<file path="config.mk">
export PLATFORM = sky130hd
export DESIGN_NAME = vend_ctrl
export DESIGN_NICKNAME = d
export VERILOG_FILES = /design/src/rtl/vend_ctrl.sv
export SDC_FILE = /design/constraint.sdc
export NUM_CORES = 1
export LEC_CHECK = 0
export CAP_MARGIN = 20
export CORE_MARGIN = 4
export CORE_UTILIZATION = 53
export CTS_CLUSTER_SIZE = 20
export DETAILED_ROUTE_END_ITERATION = 8
export GPL_ROUTABILITY_DRIVEN = 0
export PLACE_DENSITY = 0.8
export SLEW_MARGIN = 20
export SYNTH_ARGS = -nofsm -noshare
export SYNTH_HDL_FRONTEND = slang
export SYNTH_SLANG_ARGS = --single-unit
</file>
<file path="constraint.sdc">
create_clock -name clk -period 3.8 [get_ports clk]
set_input_delay 0.57 -clock clk [delete_from_list [all_inputs] [get_ports clk]]
set_output_delay 0.57 -clock clk [all_outputs]
set_load 0.02 [all_outputs]
</file>
<file path="src/rtl/vend_ctrl.sv">
// Vending-machine transaction controller: coin credit accumulation, product
// selection against a price table, timed dispense gate, and change return.
module vend_ctrl #(
  parameter int unsigned CREDIT_W    = 8,
  parameter int unsigned PRICE0      = 5,
  parameter int unsigned PRICE1      = 10,
  parameter int unsigned PRICE2      = 15,
  parameter int unsigned PRICE3      = 20,
  parameter int unsigned MAX_CREDIT  = 40,
  parameter int unsigned DISP_CYCLES = 4
) (
  input  logic                clk,
  input  logic                rst,
  input  logic                coin_valid,
  input  logic [1:0]          coin_val,
  input  logic                sel_valid,
  input  logic [1:0]          sel,
  input  logic                cancel,
  output logic [1:0]          S,
  output logic                G,
  output logic [CREDIT_W-1:0] credit,
  output logic                coin_reject,
  output logic                insufficient,
  output logic                change_valid,
  output logic [CREDIT_W-1:0] change_amt,
  output logic                busy
);

  localparam int unsigned CNT_W = (DISP_CYCLES > 1) ? $clog2(DISP_CYCLES) : 1;
  localparam int unsigned SUM_W = CREDIT_W + 1;

  typedef enum logic [1:0] {
    IDLE     = 2'd0,
    CREDIT   = 2'd1,
    DISPENSE = 2'd2,
    CHANGE   = 2'd3
  } state_t;

  state_t             state;
  logic [CNT_W-1:0]   disp_cnt;
  logic [CREDIT_W-1:0] coin_amt;
  logic [CREDIT_W-1:0] price;
  logic [SUM_W-1:0]   coin_sum;
  logic               coin_ok;

  // Decode coin code and selected product price into 5-cent units
  always_comb begin
    coin_amt = '0;
    price    = '0;
    case (coin_val)
      2'd0:    coin_amt = CREDIT_W'(1);
      2'd1:    coin_amt = CREDIT_W'(2);
      2'd2:    coin_amt = CREDIT_W'(5);
      default: coin_amt = CREDIT_W'(10);
    endcase
    case (sel)
      2'd0:    price = CREDIT_W'(PRICE0);
      2'd1:    price = CREDIT_W'(PRICE1);
      2'd2:    price = CREDIT_W'(PRICE2);
      default: price = CREDIT_W'(PRICE3);
    endcase
    coin_sum = SUM_W'(credit) + SUM_W'(coin_amt);
    coin_ok  = (coin_sum <= SUM_W'(MAX_CREDIT));
  end

  // Transaction FSM with all outputs registered
  always_ff @(posedge clk) begin
    if (rst) begin
      state        <= IDLE;
      disp_cnt     <= '0;
      S            <= 2'd0;
      G            <= 1'b0;
      credit       <= '0;
      coin_reject  <= 1'b0;
      insufficient <= 1'b0;
      change_valid <= 1'b0;
      change_amt   <= '0;
      busy         <= 1'b0;
    end else begin
      coin_reject  <= 1'b0;
      insufficient <= 1'b0;
      change_valid <= 1'b0;
      change_amt   <= '0;
      case (state)
        IDLE, CREDIT: begin
          if (cancel && (credit != '0)) begin
            state        <= CHANGE;
            busy         <= 1'b1;
            change_valid <= 1'b1;
            change_amt   <= credit;
            coin_reject  <= coin_valid;
          end else if (sel_valid && (credit >= price)) begin
            state       <= DISPENSE;
            busy        <= 1'b1;
            S           <= sel;
            G           <= 1'b1;
            credit      <= credit - price;
            disp_cnt    <= CNT_W'(DISP_CYCLES - 1);
            coin_reject <= coin_valid;
          end else begin
            // A refused selection still lets a coordinated coin through
            insufficient <= sel_valid;
            if (coin_valid) begin
              if (coin_ok) begin
                credit <= coin_sum[CREDIT_W-1:0];
                state  <= CREDIT;
              end else begin
                coin_reject <= 1'b1;
              end
            end
          end
        end
        DISPENSE: begin
          coin_reject <= coin_valid;
          if (disp_cnt == '0) begin
            G <= 1'b0;
            if (credit != '0) begin
              state        <= CHANGE;
              change_valid <= 1'b1;
              change_amt   <= credit;
            end else begin
              state <= IDLE;
              busy  <= 1'b0;
            end
          end else begin
            disp_cnt <= disp_cnt - CNT_W'(1);
          end
        end
        CHANGE: begin
          coin_reject <= coin_valid;
          credit      <= '0;
          state       <= IDLE;
          busy        <= 1'b0;
        end
        default: state <= IDLE;
      endcase
    end
  end

endmodule

</file>
==> impl_metrics.yaml <==
outcome:
  status: "finished, final reports clean"
place:
  dp_hpwl_um: 3240
  io_buffer_count: 31
floorplanning:
  dieArea_sq_um: 4470
  rows: 21
  initial_core_util_pct: 55.0
  core_area_sq_um: 3340
  die_w_um: 66.9
  boundaryPins: 32
  die_h_um: 66.9
worst_setup_path:
  required_ns: 4.07
  r2r_start: "credit[1]$_SDFFE_PP0P_"
  worstPathCellList: "clkdlybuf4s50_1 -> inv_1 -> ha_1 -> fa_1 -> a211o_2 -> a21o_1 -> a32o_1 -> a22oi_4 -> o21a_1 -> buf_4 -> mux2i_1"
  startpoint: "coin_val[0]"
  cp-end-kind: "flop"
  critPathTopFamily: "compound AO/OA/AOI/OAI gates"
  arrival_ns: 3.51
  crit_buf_inv: 3
  crit_slowest_cell: "clkdlybuf4s50_1"
  slowest_delay_ns: 0.60
  path_class: "input port to flop"
  path_max_fanout: 5
  setup.worst_path.start_class: "input port"
timing:
  relSlewSlack_pct: 60.4
  min_period_ns: 3.24
  finalMaxSlewViolations: 0
  rsz0062_at_grt: "false"
  fin_skew_ns: 0.00881
  fin_tns_setup_ns: 0
  fmax_mhz: 308
  worstMarginPinSlew_ns: 0.589
  final_hold_viol_count: 0
  setup-violations-final: 0
  fin_crit_sh_pct: 85.3
finish:
  fin_nets: 262
  mostFrequentLayoutCell: "clkdlybuf4s50_1"
  final_util_pct: 66.2
  area_delta_synth_final_pct: 20.4
  antennaDiodeCount: 0
  drive_gt1_share_pct: 9.24
  layout_common_cells: "31 x clkdlybuf4s50_1, 27 x dfxtp_1, 17 x nor2_1, 14 x inv_1"
global_route:
  grt_max_degree: 25
  grt_use_total_pct: 20.8
  overflow: 0
  antenna_found_initial: 0
  grt_pass1_wl_um: 7120
  grt_pass1_vias: 1502
drt:
  drc: 0
  wl_per_cell_um: 14.9
  drtIter0Drc: 131
  viasPerCell: 5.70
  ant_nets: 0
  wl_met2_um: 2000
  routed_wirelength_um: 4230
  drtPass1Iterations: 4
  route.met3.wl_um: 292
  vias: 1620
  wl_met1_um: 1900
  top_layer: "met4"
logic_synthesis:
  synth-simple-area-share_pct: 22.0
  yosys.area_share.adder_pct: 10.4
  synth_area_per_cell_sq_um: 8.91
  synth_edf_count: 0
  synth-seq-cells: 27
  synth-seq-area-share_pct: 29.4
  yosysUniqueCellTypes: 62
  synthesis.area_sq_um: 1840
  synthMuxAreaShare_pct: 6.88
  yosys.area.top_type_share_pct: 29.4
  synth_nets: 229
  synth_top_cells_by_area: "dfxtp_1 29%, ha_1 8.2%, mux2i_1 5.5%, nor2_1 3.5%, and2_1 3.4%"
  synth-xor-area-share_pct: 2.86
  async_flop_share_pct: 0
  synth_compound_area_share_pct: 22.4
  yosys_warnings: 0
  synthCells: 206
  synth_largest_area_cell: "dfxtp_1"
  synthFlopType: "dfxtp_1"
  synth_top_family_by_area: "compound AO/OA/AOI/OAI gates"
cts:
  cts_tree: "yes"
  insertion_delay_ns: 0.34
  postCtsHoldBufs: 0
  cts_buffers: 3
  cts.sinks: 27
  cts_root_buffer: "clkbuf_4"
  postCtsSetupRepairBufs: 0
  cts.clk_slew.worst_paths_ns: 0.14
  h-tree-depth: 1
  post_cts_resized: 0
  cts_buffer_depth: 2
hold_path:
  min_path_type: "flop to flop"
  hold_path.startpoint: "G$_SDFFE_PP0P_"
pwr:
  powerDensity_nw_per_um2: 731
  power_leakage_nw: 0.913
  ir_drop_mv: 0.479
run:
  max_cap_violations: 0
[per-stage QoR]
step / total power [mW] / worst slack (ns) / hold WS, ns / instances / area, sq um
after CTS: 1.61 / 0.573 / 0.480 / 284 / 2210
after global placement: 1.47 / 0.291 / 0.445 / 280 / 2180
after detailed placement: 1.48 / 0.216 / 0.461 / 280 / 2180
after global routing: 1.75 / 0.457 / 0.493 / 284 / 2210
after floorplan: 1.22 / 0.863 / 0.497 / 206 / 1840
final: 1.62 / 0.557 / 0.474 / 284 / 2210
[power by group]
part / leakage (nW) / internal, mW / total [mW] / switching [mW]
clock network: 0.0139 / 0.0404 / 0.130 / 0.0896
registers: 0.220 / 0.360 / 0.462 / 0.101
logic: 0.680 / 0.481 / 1.02 / 0.544
[flip-flops by register name, summed over array words and instances, names as in the netlist, 2 cells and up]
| signal | flops |
|---|---|
| S | 2 |
| change_amt | 8 |
| credit | 8 |
| disp_cnt | 2 |
| state | 2 |
[final timing paths]
| check | end | slack, ns | depth (start not counted) |
|---|---|---|---|
| worst max-delay path | credit[3]$_SDFFE_PP0P_ | 0.56 | 11 |
| worst min-delay path | G$_SDFFE_PP0P_ | 0.47 | 2 |
| worst max register to register | credit[3]$_SDFFE_PP0P_ | 0.96 | 8 |
| worst min register to register | G$_SDFFE_PP0P_ | 0.47 | 2 |
[cell families after synthesis]
logic type,count (synthesis)
mux,12
compound gates,52
fa+ha+maj,14
flops,27
buf+inv,22
xor+xnor,6
simple gates,73
[Yosys cell counts, drive strengths merged, types with 3 or more instances]
cell type / count
a21oi: 10
a21o: 4
nor2: 17
dfxtp: 27
nor3: 6
nand2b: 6
clkbuf: 3
nand2: 12
xnor2: 4
buf: 4
and2: 10
inv: 15
or2: 3
o21ai: 9
a211oi: 3
a211o: 3
mux2i: 10
o21a: 3
nand3: 4
ha: 12
[area by class of cell]
cell class,instances,area [sq um]
Fill cell,294,1130
Tap cell,46,57.6
Clock inverter,1,7.51
Inverter,15,56.3
Sequential cell,27,541
Timing Repair Buffer,35,340
Multi-Input combinational cell,157,1180
Clock buffer,3,22.5
[worst reg2reg max path, cell delays in order, from the launching register on]
cell and delay, ns:
dfxtp_1 0.61, ha_1 0.34, a211o_1 0.32, o211a_1 0.15
or4_4 0.53, a22oi_4 0.20, o21a_1 0.26, buf_4 0.21
mux2i_1 0.18
[layer usage]
layer  GRT usage [%]  vias to the layer above
met5               0                        -
met2            34.5                       54
met1            28.0                      751
met3            4.55                        4
li1                -                      811
met4            3.29                        0
(Power assumes the default switching activity.)
